`config.mk`:
```
export PLATFORM = sky130hd
export DESIGN_NAME = onehot_demux
export DESIGN_NICKNAME = d
export VERILOG_FILES = /design/src/rtl/onehot_demux_pkg.sv /design/src/rtl/onehot_demux_skid_buffer.sv /design/src/rtl/onehot_demux.sv
export SDC_FILE = /design/constraint.sdc
export NUM_CORES = 1
export LEC_CHECK = 0
export ABC_CLOCK_PERIOD_IN_PS = 1900
export CAP_MARGIN = 20
export CORE_ASPECT_RATIO = 0.6
export CORE_MARGIN = 5
export CORE_UTILIZATION = 30
export DETAILED_ROUTE_END_ITERATION = 16
export DONT_BUFFER_PORTS = 1
export SLEW_MARGIN = 20
export SYNTH_ARGS = -nofsm -noshare
export SYNTH_HDL_FRONTEND = slang
export SYNTH_SLANG_ARGS = --single-unit
export TNS_END_PERCENT = 30
```
`constraint.sdc`:
```
create_clock -name i_clock -period 1.9 [get_ports i_clock]
set_clock_uncertainty 0.2 [all_clocks]
set_input_delay 0.38 -clock i_clock [delete_from_list [all_inputs] [get_ports i_clock]]
set_output_delay 0.38 -clock i_clock [all_outputs]
set_load 0.01 [all_outputs]
```
`src/rtl/onehot_demux_pkg.sv`:
```
// rtl/onehot_demux_pkg.sv - shared occupancy states and select helper for the onehot demux
package onehot_demux_pkg;

  // Widest select vector is_onehot can judge; PORTS must not exceed this.
  localparam int MAX_PORTS = 64;

  // Occupancy of the two-entry head/skid store.
  typedef enum logic [1:0] {
    EMPTY = 2'd0,
    ONE   = 2'd1,
    TWO   = 2'd2
  } occ_state_t;

  // True when exactly one bit of the (zero-extended) select is set.
  function automatic logic is_onehot(input logic [MAX_PORTS-1:0] sel);
    logic [MAX_PORTS-1:0] low_cleared;
    low_cleared = sel & (sel - MAX_PORTS'(1));
    return (sel != '0) && (low_cleared == '0);
  endfunction

endpackage

```
`src/rtl/onehot_demux_skid_buffer.sv`:
```
// rtl/onehot_demux_skid_buffer.sv - two-entry head/skid store with occupancy FSM
module skid_buffer
  import onehot_demux_pkg::*;
#(
  parameter int PORTS      = 4,
  parameter int DATA_WIDTH = 8
) (
  input  logic                  clk,
  input  logic                  rst,
  input  logic                  in_valid,
  output logic                  in_ready,
  input  logic [PORTS-1:0]      in_sel,
  input  logic [DATA_WIDTH-1:0] in_data,
  output logic                  out_valid,
  output logic [PORTS-1:0]      out_sel,
  output logic [DATA_WIDTH-1:0] out_data,
  input  logic                  out_pop
);

  occ_state_t            state;
  logic                  ready_q;
  logic [PORTS-1:0]      head_sel;
  logic [DATA_WIDTH-1:0] head_data;
  logic [PORTS-1:0]      skid_sel;
  logic [DATA_WIDTH-1:0] skid_data;
  logic                  push;
  logic                  pop;

  // ready is a register, so a beat is only taken when a slot is guaranteed free.
  assign push = in_valid && ready_q;
  assign pop  = out_pop && (state != EMPTY);

  // Occupancy FSM; ready is re-registered on every transition so it never
  // depends combinationally on the downstream pop.
  always_ff @(posedge clk or posedge rst) begin
    if (rst) begin
      state     <= EMPTY;
      ready_q   <= 1'b0;
      head_sel  <= '0;
      head_data <= '0;
      skid_sel  <= '0;
      skid_data <= '0;
    end else begin
      case (state)
        EMPTY: begin
          ready_q <= 1'b1;
          if (push) begin
            head_sel  <= in_sel;
            head_data <= in_data;
            state     <= ONE;
          end
        end
        ONE: begin
          if (pop && push) begin
            head_sel  <= in_sel;
            head_data <= in_data;
            ready_q   <= 1'b1;
          end else if (pop) begin
            state   <= EMPTY;
            ready_q <= 1'b1;
          end else if (push) begin
            skid_sel  <= in_sel;
            skid_data <= in_data;
            state     <= TWO;
            ready_q   <= 1'b0;
          end
        end
        TWO: begin
          // ready is low here, so no push can coincide with the pop.
          if (pop) begin
            head_sel  <= skid_sel;
            head_data <= skid_data;
            state     <= ONE;
            ready_q   <= 1'b1;
          end
        end
        default: begin
          state   <= EMPTY;
          ready_q <= 1'b1;
        end
      endcase
    end
  end

  assign in_ready  = ready_q;
  assign out_valid = (state != EMPTY);
  assign out_sel   = head_sel;
  assign out_data  = head_data;

endmodule

```
`src/rtl/onehot_demux.sv`:
```
// rtl/onehot_demux.sv - onehot-addressed 1:N stream demux with head-of-line ordering
module onehot_demux
  import onehot_demux_pkg::*;
#(
  parameter int PORTS      = 4,
  parameter int DATA_WIDTH = 8
) (
  input  logic                        i_clock,
  input  logic                        i_areset,
  input  logic                        i_valid,
  output logic                        o_ready,
  input  logic [DATA_WIDTH-1:0]       i_data,
  input  logic [PORTS-1:0]            i_select,
  output logic [PORTS-1:0]            o_valid,
  input  logic [PORTS-1:0]            i_ready,
  output logic [PORTS*DATA_WIDTH-1:0] o_data,
  output logic                        o_error
);

  logic                  sel_ok;
  logic                  accept;
  logic                  head_valid;
  logic [PORTS-1:0]      head_sel;
  logic [DATA_WIDTH-1:0] head_data;
  logic                  retire;

  // Bad selects are still handshaken upstream but never reach the store.
  assign sel_ok = is_onehot(MAX_PORTS'(i_select));
  assign accept = i_valid && o_ready;

  skid_buffer #(
    .PORTS      (PORTS),
    .DATA_WIDTH (DATA_WIDTH)
  ) u_store (
    .clk       (i_clock),
    .rst       (i_areset),
    .in_valid  (i_valid && sel_ok),
    .in_ready  (o_ready),
    .in_sel    (i_select),
    .in_data   (i_data),
    .out_valid (head_valid),
    .out_sel   (head_sel),
    .out_data  (head_data),
    .out_pop   (retire)
  );

  // Fan the head out to its selected port only; other ports see zero.
  always_comb begin
    o_valid = '0;
    o_data  = '0;
    for (int k = 0; k < PORTS; k++) begin
      if (head_valid && head_sel[k]) begin
        o_valid[k]                             = 1'b1;
        o_data[k*DATA_WIDTH +: DATA_WIDTH]     = head_data;
      end
    end
  end

  // Only the addressed port's ready can retire the head.
  assign retire = |(o_valid & i_ready);

  // One-cycle error pulse for each dropped invalid-select beat.
  always_ff @(posedge i_clock or posedge i_areset) begin
    if (i_areset) begin
      o_error <= 1'b0;
    end else begin
      o_error <= accept && !sel_ok;
    end
  end

endmodule

```
==> out/metrics.sh, run 1 <==
CRIT_PATH_MAX_FANOUT=6
TIGHTEST_SLEW_PS=375
SYN_TO_FINAL_GROWTH_PCT=33.0
ROUTABILITYCONGESTION=0.805
AVERAGE_INSTANCE_AREA_AFTER_SYNTHESIS_UM2=11.0
FINAL.PERIOD_UTILIZATION_PCT=102
SYNTH.LARGEST_AREA_CELL='sky130_fd_sc_hd__dfrtp_1'
POST_SYNTH_INSTANCE_AREA_UM2=1670
WORSTPATHCELLLIST='or4b_4, o311a_4, nor4_4, buf_4, clkbuf_16, mux2_4'
CRITICAL_PATH.MAX_STAGE_DELAY_PS=530
FINAL_REPORT_HOLD_VIOLATION_COUNT=0
VDD_DROP_MAX_V=0.000278
FIRST_GLOBAL_VIAS=1241
CORE_UM2=5490
YOSYS.CELL_TYPES.COUNT=28
SYN_INST=151
DR_TOTAL_VIAS=1310
SYNTH_FF_TYPE='sky130_fd_sc_hd__dfrtp_1'
ROUTE.LAYER.MET1.WL_UM=2310
FIN_WS_PS=-45.5
SEQ_AREA_FRAC_SYNTH_PCT=42.0
SYN-NUM-NETS=170
TOTAL_LEAKAGE_POWER_nW=1.01
CRITICAL_PATH_ARRIVAL_PS=1920
RRSETUPSLACK_PS=-40
ANTENNA-DIODE-COUNT=0
NETLIST_TOP_CELLS_COUNT='32 x sky130_fd_sc_hd__and2_1, 28 x sky130_fd_sc_hd__dfrtp_1, 13 x sky130_fd_sc_hd__nand2b_1'
GRT_SETUP_UNREPAIRED='yes'
COUNT_OF_FLIP_FLOPS_WITH_A_BUILT_IN_ENABLE_AFTER_SYNTHESIS=0
STATUS='finished, violations left'
CLOCK.FMAX_MHz=514
WORST_SETUP_PATH_START_KIND='input port'
PLACEMENTROWS=21
PERIOD_MINUS_SLACK_PS=1950
DETAILEDPLACEMENTHPWL_UM=3290
GRT.TOTAL_USAGE_PCT=12.6
DRT-TOTAL-WL_UM=5130
WORSTHOLDPATHCELLS=1
DRC=0
CTS.HTREE.LEVELS=1
TOTALPOWERFINAL_mW=1.02
FINAL.HOLD.WORST_SLACK_PS=43.3
CRIT-REG2REG-LAUNCH='u_store.out_sel[2]$_DFFE_PP0P_'
GRT_REMAINING_OVERFLOW=0
PLACE.PORT_BUFFERS=0
DIEHEIGHT_UM=67.7
CTS_BUFFERS=3
HOLDCRITSTARTPOINT='i_select[3]'
FINISH_STAGE_SETUP_VIOLS=35
IOS=57
CLOCK_SINK_COUNT=28
TIMING_WORST_SETUP_PATH_TYPE='in2reg'
MET2WIRELENGTH_UM=2280
TIMING.HOLD.WORST_ENDPOINT='u_store.skid_sel[3]$_DFFE_PP0P_'
SYNTH.TOP_CELL.AREA_SHARE_PCT=42.0
SYNTH_WARNINGS=0
DIE-AREA_UM2=7200
ROUTED-WL-MET3_UM=531
END_KIND='register'
GRT_START_MAX_NET_PINS=29
YS_FF_LATCH=28
DRIVE_ABOVE_1_SHARE_PCT=50.6
MULTI_INPUT_AREA_UM2=1060
YS_ASYNC_SR_FRACTION_PCT=100
CPMAXSTAGEDELAYCELL='sky130_fd_sc_hd__or4b_4'
HIGHEST_LAYER_USED_FOR_SIGNAL_ROUTING='met4'
PWR_DENSITY_CELL_nW_PER_UM2=462
CLOCKROOTBUFFER='sky130_fd_sc_hd__clkbuf_8'
CTS.CLK_SLEW.WORST_PATHS_PS=100
GRT_ANTENNA_BEFORE_REPAIR=0
DRTPASS1ITERATIONS=4
CTS_TREE='done'
NUM-NETS-FINAL=198
WORSTHOLDPATHTYPE='in2reg'
ROUTE.DETAILED.VIAS_PER_INST=5.30
FAILED_CHECKS='negative setup slack'
DRV.MAX_CAP_VIOLATION_COUNT=0
DIE_X_UM=106
NUMBER_OF_MAX_SLEW_VIOLATIONS_IN_THE_FINAL_REPORT=0
EFFECTIVE_UTILIZATION_AT_FLOORPLAN_PCT=30.3
GRT_FIRST_PASS_WIRELENGTH_UM=6820
AREA.SEQUENTIAL_UM2=701
DETAIL_ROUTE.WL_PER_CELL_UM=20.8
R2R_END='u_store.skid_sel[1]$_DFFE_PP0P_'
ANTENNA_VIOLATING_NETS_POST_ROUTE=0
FILLCELLCOUNT=515
TIMING.REG2REG.WORST_PATH_DEPTH=6
TIMING.MAX_SLEW.REL_SLACK_PCT=75.0
DRTITER0DRC=74
MAX-CLOCK-PATH-BUFFERS=2
PRE_CTS_SLACK_PS=-300
NETLIST_TOP_CELLS_AREA='sky130_fd_sc_hd__dfrtp_1 42%, sky130_fd_sc_hd__and2_1 12%, sky130_fd_sc_hd__mux2_4 9.0%'
CRITPATHREQUIREDTIME_PS=1870
WORSTSKEWPAIRLATENCY_PS=280
YOSYSMOSTFREQUENTCELL='sky130_fd_sc_hd__and2_1'
[area by class of cell]
class | count | share of cell area [%]
timing repair buffer | 31 | 14.0
clock buffer | 4 | 2.48
sequential | 28 | 31.6
tap | 69 | 3.90
multi-input combinational | 114 | 47.8
inverter | 1 | 0.169
[state kept, by name (all words and copies together), names as in the netlist]
signal	count
u_store.state	2
u_store.out_sel	4
o_error	1
u_store.skid_sel	4
u_store.out_data	8
u_store.skid_data	8
u_store.in_ready	1
[worst max-delay path: cells and delay by family]
kind / cells / cell delay, ps
multiplexers: 1 / 290
buffers and inverters: 2 / 340
AND/OR/NAND/NOR: 2 / 740
AO/OA/AOI/OAI: 1 / 160
[how the worst max path moves through the flow]
stage                                   start                          endpoint  slack [ps]  cells after the start
5_1_grt        u_store.out_sel[2]$_DFFE_PP0P_  u_store.skid_data[2]$_DFFE_PP0P_        -140                      6
3_5_place_dp                      i_select[1]  u_store.skid_data[5]$_DFFE_PP0P_        -300                      5
6_report                          i_select[1]   u_store.skid_sel[1]$_DFFE_PP0P_         -50                      6
2_1_floorplan                     i_select[1]  u_store.skid_data[0]$_DFFE_PP0P_        -270                      5
4_1_cts        u_store.out_sel[3]$_DFFE_PP0P_                        o_data[29]        -110                      3
3_3_place_gp                      i_select[1]  u_store.skid_data[5]$_DFFE_PP0P_        -270                      5
[power by group]
group	switching (mW)	internal, mW	leakage [nW]
Combinational	0.0295	0.0249	0.595
Clock	0.189	0.186	0.0288
Sequential	0	0.595	0.386
[metal layers]
layer,GRT usage [%],up-vias
li1,-,611
met1,17.0,644
met2,18.9,53
met3,5.44,2
met4,1.94,0
met5,0,-
[cells in the final DEF (no fill, tap or decap), drive strengths merged]
cell type / count
a21o: 1
a21oi: 2
a22oi: 3
a311o: 1
and2: 32
and3: 1
buf: 29
clkbuf: 5
dfrtp: 28
dlygate4sd3: 1
inv: 1
mux2: 12
nand2: 2
nand2b: 13
nand3: 3
nand4b: 12
nor2: 4
nor2b: 7
nor3: 1
nor4: 1
o211ai: 1
o21ai: 1
o221a: 12
o311a: 1
o311ai: 1
or4b: 2
xnor2: 1
[repair_timing]
item,CTS,global route
buffers inserted,0,6
resized for setup,11,23
hold endpoints to repair,28,0
hold buffers,1,0
pin swaps,0,4
endpoints found under the setup margin,61,56
gates cloned,0,4
[through the flow]
step / std cells / util [%] / cell area [µm²] / setup TNS [ps]
floorplan: 151 / - / 1680 / -3750
global placement: 232 / 35.3 / 1940 / -4350
detailed placement: 232 / 35.3 / 1940 / -5420
CTS: 237 / 37.2 / 2040 / -3190
global route: 247 / 40.4 / 2220 / -4830
finish: 247 / 40.4 / 2220 / -951
[cell families (layout without fill, tap and decap cells)]
kind of cell	count (synthesis)	count (layout)	synth area share [%]
flip-flops	28	28	42.0
buffers and inverters	12	36	3.45
AND/OR/NAND/NOR	75	78	30.1
XOR/XNOR	1	1	0.526
AO/OA/AOI/OAI	23	23	13.5
multiplexers	12	12	10.4
Power figures use the tool's default switching activity.
==> inputs of run 2 (changes only) <==
- CTS_CLUSTER_DIAMETER: unset -> 60
==> results of run 2 <==
No change in the layout: final DEF, timing and power equal those of run 1.
==> edit 1: new RTL, config.mk and constraints of run 1 <==
`PORTS` is set to 4 in 2 places; all go to 8.
--- a/src/rtl/onehot_demux_skid_buffer.sv
+++ b/src/rtl/onehot_demux_skid_buffer.sv
@@ -4,3 +4,3 @@
 #(
-  parameter int PORTS      = 4,
+  parameter int PORTS      = 8,
   parameter int DATA_WIDTH = 8
--- a/src/rtl/onehot_demux.sv
+++ b/src/rtl/onehot_demux.sv
@@ -4,3 +4,3 @@
 #(
-  parameter int PORTS      = 4,
+  parameter int PORTS      = 8,
   parameter int DATA_WIDTH = 8
Ports: changed (resized i_ready, i_select, o_data and o_valid); port bits go from 57 to 101. No check against the original RTL was run, so the function may have changed too.
==> edit 1 against run 1 <==
The flow still finishes with violations (setup timing). Wire length increased by 39%. Total power increased by 71%. Worst setup slack got worse by 0.18 ns. Area after synthesis increased by 40%. Cell area increased by 29%. Global-route usage increased by 2.3 points. Largest cell class unchanged. Die area increased by 35%. Sequential cell count increased by 8. Critical endpoint is now u_store.out_sel[5].
==> edit 1: results <==
group,metric,value,unit
worst_setup_path,cpMaxStageDelayCell,"sky130_fd_sc_hd__dfrtp_1",
worst_setup_path,worst_ep_arrival_time,2.10,ns
pwr,sequentialPowerShare,44.0,%
run_status,outcome,"complete, but fails checks",
synth,synth_mux_area_share,24.69,%
clock_tree,ctsHtreeMaxLevel,2,
run_status,violations,"setup timing",
synth,share_of_synthesized_cell_area_in_full_adder_half_adder_and_majority_cells,0,%
sta,timing.final.ws_setup,-0.2292,ns
clock_tree,clock_transition_at_the_registers_of_the_reported_paths,0.06,ns
layout,drive_above_1_share,44.02,%
synth,yosys-top-cells-count,"sky130_fd_sc_hd__and3_1 (65), sky130_fd_sc_hd__dfrtp_1 (36), sky130_fd_sc_hd__mux2_2 (36)",
synth,synth_area_leaders,"sky130_fd_sc_hd__dfrtp_1 (38%), sky130_fd_sc_hd__and3_1 (17%), sky130_fd_sc_hd__mux2_2 (17%), sky130_fd_sc_hd__mux2_4 (6.4%), sky130_fd_sc_hd__clkbuf_1 (2.6%)",
pwr,power_switching,0.3532,mW
worst_setup_path,timing.reg2reg.worst_path_depth,7,
clock_tree,buffers_inserted_by_post_cts_timing_repair,2,
synth,netlist-cell-type-count,38,
routing,drtIter0Drc,93,
layout,final_net_count,260,
clock_tree,clock_tree.root_cell,"sky130_fd_sc_hd__clkbuf_16",
pwr,power_report.internal_total,1.398,mW
routing,wl,7119,um
pwr,vdd.ir_drop.worst,0.2732,mV
synth,synth_nets,245,
worst_setup_path,slowest_delay,0.39,ns
clock_tree,cts_inserted_buffers,5,
pwr,comb_cell_power,0.0378,mW
synth,yosys.area_share.xor_xnor,0.3741,%
synth,synth_compound_area_share,4.276,%
placement,place.gp.congestion,0.8838,
worst_setup_path,cp_top_delay_family,"compound AO/OA/AOI/OAI gates",
grt,vias_in_the_first_global_route,1835,
sta,report.final.setup_viol,104,
routing,post_drt_via_cell_ratio,5.163,
grt,track_usage,14.81,%
worst_setup_path,critical_path_peak_fanout,16,
placement,dpl.hpwl,5261,um
[edit 1: changes by cell type in the layout (fill, tap and decap cells not counted), moves of 11 or more]
cell,before,now
sky130_fd_sc_hd__nand2b_1,13,2
sky130_fd_sc_hd__and3_1,1,57
sky130_fd_sc_hd__mux2_2,0,36
sky130_fd_sc_hd__and2_4,16,0
sky130_fd_sc_hd__o221a_2,12,0
[edit 1: stage by stage]
step / setup slack (ns) / setup TNS (ns) / cells
floorplan: -0.3092 / -6.086 / 218
global placement: -0.3147 / -8.412 / 325
detailed placement: -0.3945 / -9.988 / 325
CTS: -0.2754 / -20.30 / 337
global route: -0.3271 / -25.10 / 338
finish: -0.2292 / -18.75 / 338
[edit 1: per-layer routing]
metal  part of all wire (%)  up-vias  GRT usage (%)  wire, um
met5                      0        -              0         0
met4                    1.3        0          5.355        89
met3                    9.0        7          6.106       642
met2                     45       67          22.31      3178
met1                     45      848          19.08      3209
li1                       -      823              -         -
[edit 1: layout make-up]
type / count / area, um2
fillers: 745 / 4556
multi-input cells: 159 / 1370
flip-flops and latches: 36 / 903.4
repair buffers: 30 / 286.5
well taps: 104 / 130.1
clock buffers: 5 / 125.1
clock inverters: 3 / 42.54
inverters: 1 / 3.754
[edit 1: path summary, 6_finish.rpt]
| path | endpoint | slack, ns | startpoint |
|---|---|---|---|
| max | u_store.out_sel[5] | -0.23 | u_store.out_sel[4] |
| min | u_store.skid_sel[2] | 0.04 | i_select[2] |
| max reg2reg | u_store.out_sel[5] | -0.23 | u_store.out_sel[4] |
| min reg2reg | u_store.skid_sel[6] | 0.30 | u_store.skid_sel[6] |
| max in group asynchronous | u_store.state[0] | 0.68 | i_areset |
| min in group asynchronous | u_store.skid_data[3] | 0.45 | i_areset |
==> edit 2: new RTL, flow settings as in run 1 <==
Made on the original files. Remove the register `o_error`: a continuous assignment takes its place, so the output `o_error` follows one clock earlier.
--- a/src/rtl/onehot_demux.sv
+++ b/src/rtl/onehot_demux.sv
@@ -62,9 +62,3 @@
   // One-cycle error pulse for each dropped invalid-select beat.
-  always_ff @(posedge i_clock or posedge i_areset) begin
-    if (i_areset) begin
-      o_error <= 1'b0;
-    end else begin
-      o_error <= accept && !sel_ok;
-    end
-  end
+  assign o_error = accept && !sel_ok;
 
Check against the original RTL: not equivalent (a bounded check fails within 4 cycles, from zero or initial values and one cycle with i_areset high).
==> edit 2 against run 1 <==
The flow still finishes with violations (setup timing). Global-route usage decreased by 1.3 points. Worst setup slack worse by 0.080 ns. Sequential share of layout area up 1.7 points. Cell area fell by 8.5%. Wire length down 21%. Area after synthesis fell by 5.9%. Sequential cell count down 1. First-iteration DRC count fell by 32%. Synthesized cell count increased by 5.3%. Highest routed layer unchanged.
Power is not compared: it rests on default switching activity, and its combinational part moved more than twofold at a synthesized area within 25%.
==> edit 2: results <==
group,metric,value,unit
run_status,outcome,"complete, but fails checks",
run_status,violations,"setup timing",
clock_tree,clock_tree.root_cell,"sky130_fd_sc_hd__clkbuf_8",
min_path,timing.hold.worst_endpoint,"u_store.skid_data[3]",
layout,final_net_count,200,
layout,n_fill_cell,488,
clock_tree,cts_resized,13,
grt,antenna_found_initial,0,
placement,io_buffer_count,0,
clock_tree,clk_buf_depth,2,
routing,route.vias.total,1176,
synth,synth_nets,178,
layout,drive_above_1_share,50.56,%
worst_setup_path,timing.reg2reg.worst_path_depth,7,
synth,yosys-top-cells-count,"sky130_fd_sc_hd__nand2_1 (38), sky130_fd_sc_hd__and2_1 (32), sky130_fd_sc_hd__dfrtp_1 (27)",
grt,track_usage,11.27,%
routing,dr.pass1.iters,4,
routing,wl,4075,um
sta,setup_tns_final,-2.496,ns
synth,count_of_yosys_warnings_during_synthesis,0,
sta,worst-slew-pin-transition,0.5329,ns
synth,post-synth-top-count-cell,"sky130_fd_sc_hd__nand2_1",
worst_setup_path,worst_ep_arrival_time,1.99,ns
clock_tree,buffers_inserted_by_post_cts_timing_repair,0,
placement,place.gp.congestion,0.7302,
pwr,static-leakage-power,0.9875,nW
min_path,worst_hold_path_type,"input port to flop",
layout,antennaDiodeCount,0,
worst_setup_path,critical_path_peak_fanout,12,
grt,grt_pass1_wl,5747,um
pwr,vdd.ir_drop.worst,0.4454,mV
clock_tree,cts_inserted_buffers,3,
clock_tree,clock_transition_at_the_registers_of_the_reported_paths,0.09,ns
synth,synth_area_leaders,"sky130_fd_sc_hd__dfrtp_1 (43%), sky130_fd_sc_hd__and2_1 (13%), sky130_fd_sc_hd__mux2_2 (10%), sky130_fd_sc_hd__mux2_4 (9.6%), sky130_fd_sc_hd__nand2_1 (9.1%)",
sta,timing.final.ws_setup,-0.1255,ns
synth,synth_seq_area_share,43.10,%
placement,dpl.hpwl,2961,um
sta,report.final.setup_viol,36,
clock_tree,clk-insertion-delay-late,0.27,ns
synth,asyncSetResetFlopFracSynth,100.0,%
worst_setup_path,critical_path_class,"flop to flop",
routing,drtIter0Drc,50,
grt,vias_in_the_first_global_route,1067,
clock_tree,postCtsHoldBufs,1,
worst_setup_path,r2r_start,"u_store.out_sel[0]",
min_path,min_path_cells,1,
clock_tree,ctsHtreeMaxLevel,1,
worst_setup_path,critical_path.reg2reg.endpoint,"u_store.out_data[6]",
min_path,timing.hold.worst.start,"i_data[3]",
synth,netlist-cell-type-count,24,
grt,pin_count_of_the_biggest_net_entering_global_routing,28,
## edit 2: cell types whose count changed in the layout (fill, tap and decap cells not counted), moves of 2 or more
cell	change
sky130_fd_sc_hd__nor2_1	+2
sky130_fd_sc_hd__nand4b_1	-12
sky130_fd_sc_hd__nand2_1	+36
sky130_fd_sc_hd__nand3_1	-2
sky130_fd_sc_hd__mux2_2	+12
sky130_fd_sc_hd__buf_4	-7
sky130_fd_sc_hd__a22oi_2	-2
sky130_fd_sc_hd__buf_12	-3
sky130_fd_sc_hd__and2_4	+8
sky130_fd_sc_hd__nor2b_2	+3
sky130_fd_sc_hd__nand2b_1	-11
sky130_fd_sc_hd__and2_1	-8
sky130_fd_sc_hd__o221a_2	-12
## edit 2: worst max-delay path, cell delays in order, from the launching register on
cell and delay [ns]:
sky130_fd_sc_hd__dfrtp_1 0.39, sky130_fd_sc_hd__a22o_1 0.22, sky130_fd_sc_hd__a221oi_2 0.17, sky130_fd_sc_hd__buf_4 0.16, sky130_fd_sc_hd__nor2b_2 0.12, sky130_fd_sc_hd__a221o_1 0.16
sky130_fd_sc_hd__buf_12 0.16, sky130_fd_sc_hd__mux2_2 0.33
## edit 2: final cells by class
type	instances	area, um2	area share, %
clock buffers	3	41.29	2.037
clock inverters	1	5.005	0.2469
inverters	1	3.754	0.1852
well taps	66	82.58	4.074
flip-flops and latches	27	675.6	33.33
repair buffers	21	187.7	9.259
multi-input cells	127	1031	50.86
## edit 2: kinds of logic after synthesis
| family | after synthesis | share of synthesized area (%) |
|---|---|---|
| AOI/OAI and AO/OA | 9 | 4.949 |
| xor gates and xnor gates | 1 | 0.5588 |
| buffers and inverters | 9 | 2.713 |
| DFF | 27 | 43.10 |
| muxes | 24 | 19.63 |
| and+or+nand+nor | 89 | 29.05 |
## edit 2: stage by stage
stage	cells	utilization [%]	hold slack (ns)	setup WS [ns]	area, um2
after floorplan	159	-	0.2327	-0.3968	1585
after global placement	236	35.30	0.1523	-0.3932	1784
after detailed placement	236	35.30	0.1573	-0.4232	1784
after CTS	244	37.92	0.04127	-0.1485	1917
after global routing	246	40.10	0.03323	-0.2160	2027
final	246	40.10	0.04703	-0.1255	2027
## edit 2: routing by layer
layer,vias to the layer above,global-route usage (%),share of wire [%]
met5,-,0,0
met4,0,2.423,0.61
met3,5,3.793,11
met2,57,15.65,40
met1,545,16.70,49
li1,569,-,-
## edit 2: report_power, final
group / total (mW) / leakage (nW) / internal (mW) / switching, mW
logic: 1.36 / 0.626 / 0.803 / 0.556
registers: 1.03 / 0.336 / 0.820 / 0.213
clock network: 0.325 / 0.0255 / 0.147 / 0.178
total: 2.72 / 0.988 / 1.77 / 0.948
